### config.mk
export PLATFORM = sky130hd
export DESIGN_NAME = program_loader
export DESIGN_NICKNAME = d
export VERILOG_FILES = /design/src/rtl/cpu_defs.sv /design/src/rtl/program_loader.sv
export SDC_FILE = /design/constraint.sdc
export NUM_CORES = 1
export LEC_CHECK = 0
export ABC_CLOCK_PERIOD_IN_PS = 2780
export BUFFER_PORTS_ARGS = -buffer_cell sky130_fd_sc_hd__buf_2
export CORE_ASPECT_RATIO = 1.2
export CORE_MARGIN = 2
export CORE_UTILIZATION = 39
export DETAILED_ROUTE_END_ITERATION = 12
export PLACE_DENSITY = 0.68
export SLEW_MARGIN = 20
export SYNTH_ARGS = -nofsm -noshare
export SYNTH_HDL_FRONTEND = slang
export SYNTH_SLANG_ARGS = --single-unit
### constraint.sdc
create_clock -name clk -period 2.78 [get_ports clk]
set_clock_uncertainty 0.2 [all_clocks]
set_input_delay 0.139 -clock clk [delete_from_list [all_inputs] [get_ports clk]]
set_output_delay 0.139 -clock clk [all_outputs]
set_load 0.1 [all_outputs]
### src/rtl/cpu_defs.sv
`default_nettype none
// ============================================================================
// Module      : cpu_defs
// Description : Shared definitions for the program loader: host command
//               bytes, ping reply byte and the loader state encoding.
// Revision    : 1.0 - initial release
// ============================================================================
package cpu_defs;

    localparam logic [7:0] CMD_LOAD = 8'h4C;   // 'L'
    localparam logic [7:0] CMD_RUN  = 8'h52;   // 'R'
    localparam logic [7:0] CMD_PING = 8'h50;   // 'P'
    localparam logic [7:0] ACK_PING = 8'h4B;   // 'K'

    typedef enum logic [3:0] {
        S_IDLE     = 4'd0,
        S_LADDR_HI = 4'd1,
        S_LADDR_LO = 4'd2,
        S_LEN_HI   = 4'd3,
        S_LEN_LO   = 4'd4,
        S_DATA     = 4'd5,
        S_ACK      = 4'd6,
        S_RADDR_HI = 4'd7,
        S_RADDR_LO = 4'd8,
        S_START    = 4'd9,
        S_RUNNING  = 4'd10
    } loader_state_t;

endpackage : cpu_defs
`default_nettype wire

### src/rtl/program_loader.sv
`default_nettype none
// ============================================================================
// Module      : program_loader
// Description : UART-driven bootloader. Receives load/run/ping commands,
//               writes program bytes into RAM, replies with a checksum and
//               launches the cpu at a host-supplied start address.
// Revision    : 1.0 - initial release
// ============================================================================
module program_loader
    import cpu_defs::*;
#(
    parameter int addr_width = 9
) (
    input  logic                  clk,
    input  logic                  rst,
    input  logic                  received,
    input  logic [7:0]            rx_byte,
    input  logic                  is_transmitting,
    output logic [7:0]            tx_byte,
    output logic                  transmit,
    output logic [addr_width-1:0] l_waddr,
    output logic [7:0]            dwrite,
    output logic                  write_en,
    output logic [addr_width-1:0] startaddr,
    output logic                  cpu_start,
    input  logic                  cpu_halted,
    output logic                  running
);

    localparam logic [addr_width-1:0] c_addr_one = {{(addr_width-1){1'b0}}, 1'b1};

    loader_state_t         r_state, w_state_nxt;
    logic [addr_width-1:0] r_addr, w_addr_nxt;
    logic [15:0]           r_count, w_count_nxt;
    logic [7:0]            r_cksum, w_cksum_nxt;
    logic [7:0]            r_ack, w_ack_nxt;
    logic [7:0]            r_tx_byte, w_tx_byte_nxt;
    logic                  r_transmit, w_transmit_nxt;
    logic [addr_width-1:0] r_waddr, w_waddr_nxt;
    logic [7:0]            r_dwrite, w_dwrite_nxt;
    logic                  r_we, w_we_nxt;
    logic [addr_width-1:0] r_startaddr, w_startaddr_nxt;

    // State and datapath registers; everything clears on reset
    always_ff @(posedge clk or negedge rst) begin
        if (!rst) begin
            r_state     <= S_IDLE;
            r_addr      <= '0;
            r_count     <= '0;
            r_cksum     <= '0;
            r_ack       <= '0;
            r_tx_byte   <= '0;
            r_transmit  <= 1'b0;
            r_waddr     <= '0;
            r_dwrite    <= '0;
            r_we        <= 1'b0;
            r_startaddr <= '0;
        end else begin
            r_state     <= w_state_nxt;
            r_addr      <= w_addr_nxt;
            r_count     <= w_count_nxt;
            r_cksum     <= w_cksum_nxt;
            r_ack       <= w_ack_nxt;
            r_tx_byte   <= w_tx_byte_nxt;
            r_transmit  <= w_transmit_nxt;
            r_waddr     <= w_waddr_nxt;
            r_dwrite    <= w_dwrite_nxt;
            r_we        <= w_we_nxt;
            r_startaddr <= w_startaddr_nxt;
        end
    end

    // Next-state and next-datapath logic; strobes default low every cycle
    always_comb begin
        w_state_nxt     = r_state;
        w_addr_nxt      = r_addr;
        w_count_nxt     = r_count;
        w_cksum_nxt     = r_cksum;
        w_ack_nxt       = r_ack;
        w_tx_byte_nxt   = r_tx_byte;
        w_transmit_nxt  = 1'b0;
        w_waddr_nxt     = r_waddr;
        w_dwrite_nxt    = r_dwrite;
        w_we_nxt        = 1'b0;
        w_startaddr_nxt = r_startaddr;

        case (r_state)
            S_IDLE: begin
                if (received) begin
                    if (rx_byte == CMD_LOAD) begin
                        w_state_nxt = S_LADDR_HI;
                    end else if (rx_byte == CMD_RUN) begin
                        w_state_nxt = S_RADDR_HI;
                    end else if (rx_byte == CMD_PING) begin
                        w_ack_nxt   = ACK_PING;
                        w_state_nxt = S_ACK;
                    end
                end
            end
            // High address byte: bits above the address width are dropped
            S_LADDR_HI, S_RADDR_HI: begin
                if (received) begin
                    w_addr_nxt[addr_width-1:8] = rx_byte[addr_width-9:0];
                    w_state_nxt = (r_state == S_LADDR_HI) ? S_LADDR_LO : S_RADDR_LO;
                end
            end
            S_LADDR_LO: begin
                if (received) begin
                    w_addr_nxt[7:0] = rx_byte;
                    w_state_nxt     = S_LEN_HI;
                end
            end
            S_LEN_HI: begin
                if (received) begin
                    w_count_nxt[15:8] = rx_byte;
                    w_state_nxt       = S_LEN_LO;
                end
            end
            // A zero-length load replies immediately with a zero checksum
            S_LEN_LO: begin
                if (received) begin
                    w_count_nxt[7:0] = rx_byte;
                    w_cksum_nxt      = 8'h00;
                    if ({r_count[15:8], rx_byte} == 16'd0) begin
                        w_ack_nxt   = 8'h00;
                        w_state_nxt = S_ACK;
                    end else begin
                        w_state_nxt = S_DATA;
                    end
                end
            end
            S_DATA: begin
                if (received) begin
                    w_we_nxt     = 1'b1;
                    w_waddr_nxt  = r_addr;
                    w_dwrite_nxt = rx_byte;
                    w_addr_nxt   = r_addr + c_addr_one;
                    w_cksum_nxt  = r_cksum + rx_byte;
                    w_count_nxt  = r_count - 16'd1;
                    if (r_count == 16'd1) begin
                        w_ack_nxt   = r_cksum + rx_byte;
                        w_state_nxt = S_ACK;
                    end
                end
            end
            S_ACK: begin
                if (!is_transmitting) begin
                    w_tx_byte_nxt  = r_ack;
                    w_transmit_nxt = 1'b1;
                    w_state_nxt    = S_IDLE;
                end
            end
            // startaddr is latched here so it is stable before the start pulse
            S_RADDR_LO: begin
                if (received) begin
                    w_startaddr_nxt = {r_addr[addr_width-1:8], rx_byte};
                    w_addr_nxt[7:0] = rx_byte;
                    w_state_nxt     = S_START;
                end
            end
            S_START: begin
                w_state_nxt = S_RUNNING;
            end
            // The cpu owns the UART here, so received bytes are ignored
            S_RUNNING: begin
                if (cpu_halted) begin
                    w_state_nxt = S_IDLE;
                end
            end
            default: begin
                w_state_nxt = S_IDLE;
            end
        endcase
    end

    assign tx_byte   = r_tx_byte;
    assign transmit  = r_transmit;
    assign l_waddr   = r_waddr;
    assign dwrite    = r_dwrite;
    assign write_en  = r_we;
    assign startaddr = r_startaddr;
    assign cpu_start = (r_state == S_START);
    assign running   = (r_state == S_RUNNING);

endmodule : program_loader
`default_nettype wire

Yosys cells after proc, flatten, opt, wreduce, memory -nomap -nowiden
Index checks and enable logic that the tools add are counted.
Widths: inputs -> output; s select.
Operators by class
  add/sub/neg operators: 3
  equality and inequality tests: 30
  muxes and demuxes: 40
  bitwise logic cells: 1
  reductions and logical operators: 18
Operators with widths (count)
  $mux 8: 11
  $pmux 8 s2: 4
  $mux 4: 14
  $pmux 4 s10: 1
  $ne 2x2->1 const B: 14
  $eq 8x7->1 const B: 3
  $pmux 8 s3: 1
  $eq 16x1->1 const B: 1
  $eq 4x3->1 const B: 4
  $logic_not 16->1: 1
  $mux 16: 1
  $sub 16x1->16 const B: 1
  $eq 4x4->1 const B: 3
  $reduce_and 3->1: 4
  $reduce_and 11->1: 1
  $add 9x1->9 const B: 1
  $mux 9: 1
  $reduce_and 9->1: 1
  $add 8x8->8: 1
  $eq 4x2->1 const B: 2
  $reduce_bool 2->1: 4
  $reduce_and 2->1: 3
  $mux 1: 5
  $eq 4x1->1 const B: 1
  8 further kinds: 9
Word-level totals
  register bits after elaboration: 81
  bits of input ports: 13
  logic and storage cells: 105

Depth between registers and ports, before layout
  depth in word-level cells: 6
  depth in mapped cells: 9
  gate-level depth less buffers: 9

Least setup slack after synthesis
Ideal clock, no wire load.
  path kind: register to output
  start: reg r_state[0]
  end: out cpu_start
  arrival time: 3.274 ns
  setup slack: -0.833 ns
  cell stages (with the launch flop): 5
  buffers on the path: 3
  cell sequence: dfrtp_1 > clkbuf_1 > clkbuf_1 > clkbuf_1 > nor3b_1
On the way
  word-level cells in the longest chain between the ends: 1
RTL lines
  start: declaration: line program_loader.sv:32  | loader_state_t r_state, w_state_nxt;
  start signal: assignment: line program_loader.sv:59  | r_state <= w_state_nxt;
  $eq 4x4->1: line program_loader.sv:182  | assign cpu_start = (r_state == S_START);
  end: declaration: line program_loader.sv:25  | output logic cpu_start,
No other way between the ends.

Worst setup path after layout
  start: in rx_byte[0]
  end: reg r_cksum[6]
On the way
  word-level cells in the longest chain between the ends: 3
RTL lines
  start: declaration: line program_loader.sv:17  | input logic [7:0] rx_byte,
  $add 8x8->8: line program_loader.sv:138  | w_cksum_nxt = r_cksum + rx_byte;
  $mux 8: line program_loader.sv:133  | if (received) begin
  $pmux 8 s2: line program_loader.sv:87  | case (r_state)
  end signal: assignment: line program_loader.sv:62  | r_cksum <= w_cksum_nxt;
  end: declaration: line program_loader.sv:35  | logic [7:0] r_cksum, w_cksum_nxt;
No other way between the ends. The select of a mux whose other input is x is not followed.
A chain may end at the register's enable or synchronous reset.

==> out/metrics.yaml <==
route:
  drc: 0
  wirelength_mm: 11.17
  antenna_left: 0
  drtIter0Drc: 342
  top_layer: "met4"
  wl_met2_mm: 5.420
  dr_wl_met3_um: 636
  post_drt_wl_per_cell_um: 17.54
  vias: 3666
  via_per_inst: 5.755
  first_pass_iters: 5
  wl_met1_mm: 4.961
global_route:
  antenna_found_initial: 0
  grt_start_max_net_pins: 82
  overflow: 0
  grt_pass1_wl_mm: 18.16
  grt_usage_pct: 19.34
  first_global_vias: 3570
place:
  place.gp.congestion: 0.8598
  hpwlAfterDp_mm: 7.727
  post-place-ws_ps: 56.38
  io_buffers: 50
floorplan:
  initial_core_util_pct: 39.61
  die_w_um: 100.2
  die_h_um: 119.4
  num_rows: 42
  core_region_area_mm2: 0.01093
  dieArea_mm2: 0.01196
  ios: 51
cells_and_area:
  area_delta_synth_final_pct: 19.19
  drive_gt1_share_pct: 26.53
  utilization_pct: 47.21
  final_nets: 524
  antenna_cells: 0
  multiInputGateArea_mm2: 0.002185
  register_area_mm2: 0.002027
  final.fill_count: 1042
flow_run:
  cap_violations: 0
yosys:
  synth_edf_count: 0
  synthTopCellsByArea: "dfrtp_1, mux2_2, o21ai_0"
  synth.avg_cell_area_um2: 9.794
  synth_top_area_cell: "dfrtp_1"
  synth_top_cell_area_share_pct: 46.82
  yosysUniqueCellTypes: 61
  yosysWarnings: 0
  synth_common_cells: "dfrtp_1, o21ai_0, nand2_1"
  ys_ff_latch: 81
  synthesis.area_mm2: 0.004329
  synth-seq-area-share_pct: 46.82
  syn_nets: 466
  ys.flop_type: "dfrtp_1"
  async_flop_share_pct: 100.0
  synth_cells: 442
  yosysMostFrequentCell: "dfrtp_1"
worst_setup_path:
  crit_end: "r_cksum[6]"
  crit_fanout: 5
  startpoint_type: "primary input"
  r2r_start: "r_count[1]"
  worstSetupEndpointType: "register"
  r2r_end: "r_state[0]"
  worstPathRequired_ps: 2770
  ff2ff_path_depth: 8
  worst_ep_arrival_time_ps: 2640
  reg2reg_slack_ps: 200
  crit_type: "primary input to register"
  critPathLaunch: "rx_byte[0]"
cts:
  cts_tree: "built"
  clockBufferDepth: 2
  cts_sinks: 81
  postCtsSetupRepairBufs: 0
  htreeDepth: 3
  clk_pin_slew_ps: 60
  cts-root-buf: "clkbuf_16"
  cts_made_buffers: 9
  clk_latency_ps: 340
sta:
  min_period_ps: 2648
  worstMarginPinSlew_ps: 738.5
  fin_tns_setup_ps: 0
  fin_crit_sh_pct: 95.26
  rsz0062_at_grt: "false"
  setup_viol: 0
  relSlewSlack_pct: 50.77
  setup_slack_ps: 131.8
  slew_viol_final: 0
  hold_viol_final: 0
  max_freq_mhz: 377.6
worst_hold_path:
  hold_class: "primary input to register"
outcome:
  outcome: "finished clean"
-- timing repair --
| action | in CTS | in global routing |
|---|---|---|
| endpoints found under the hold margin | 84 | 0 |
| hold buffers | 3 | 0 |
| resized for setup | 0 | 4 |
| setup endpoints to repair | 0 | 9 |
-- final cells by class --
type | instances | share of cell area [%]
Multi-Input combinational cell | 323 | 42.34
Sequential cell | 81 | 39.28
Timing Repair Buffer | 71 | 8.414
Clock buffer | 10 | 4.437
Tap cell | 132 | 3.201
Clock inverter | 6 | 1.309
Inverter | 14 | 1.018
-- how the worst min path moves through the flow --
stage / from / end / slack, ps / cells past startpoint
2_1_floorplan: rst / dwrite[0] / -360 / 0
4_1_cts: rx_byte[3] / r_addr[3] / 30 / 3
3_3_place_gp: rst / r_count[14] / 180 / 1
5_1_grt: rx_byte[3] / r_addr[3] / 60 / 3
3_5_place_dp: rst / r_count[12] / 190 / 1
6_report: rx_byte[3] / r_addr[3] / 30 / 3
-- state kept, by name, summed over array words and instances (netlist names), 4 cells and up --
signal and flops:
r_count 16, l_waddr 9, r_addr 9, startaddr 9, dwrite 8, r_ack 8, r_cksum 8, tx_byte 8
r_state 4
-- kinds of logic after synthesis --
kind of cell             share of synthesized area (%)
multiplexers                                     8.324
buffers and inverters                            3.497
AO/OA/AOI/OAI                                    18.76
AND/OR/NAND/NOR                                  18.03
XOR/XNOR                                         1.214
adder cells (fa/ha/maj)                          3.353
flip-flops                                       46.82
-- metrics by stage --
stage / area, µm² / hold slack [ps] / std cells
2_1_floorplan: 4334 / -356.6 / 442
3_3_place_gp: 4808 / 181.6 / 618
3_5_place_dp: 4808 / 187.4 / 618
4_1_cts: 5135 / 25.18 / 637
5_1_grt: 5160 / 57.77 / 637
6_report: 5160 / 33.92 / 637
-- worst max-delay path, stage by stage --
cell,delay [ps]
dlygate4sd3_1,520
buf_2,180
ha_1,210
inv_1,60
fa_1,410
nand2b_1,170
a21boi_0,240
o21ai_0,150
and3_1,190
nor3_1,260
o21ai_0,120
-- per-layer routing --
layer  GRT usage [%]  vias to the layer above
li1                -                     1729
met4           6.336                        0
met2           30.87                      113
met3           3.462                       15
met5               0                        -
met1           26.54                     1809
-- placed cells by master (no fill, tap or decap), types with 10 or more instances in the layout --
master and instances:
dfrtp_1 81, buf_2 49, o21ai_0 48, nand2_1 44
a21oi_1 36, mux2_2 32, nor2_1 22, buf_4 17
inv_1 14, nor3_1 11, nand2b_1 10, ha_1 10
Power is not shown: default switching activity piles up to over one toggle a cycle in this logic, so the estimate is an artifact.
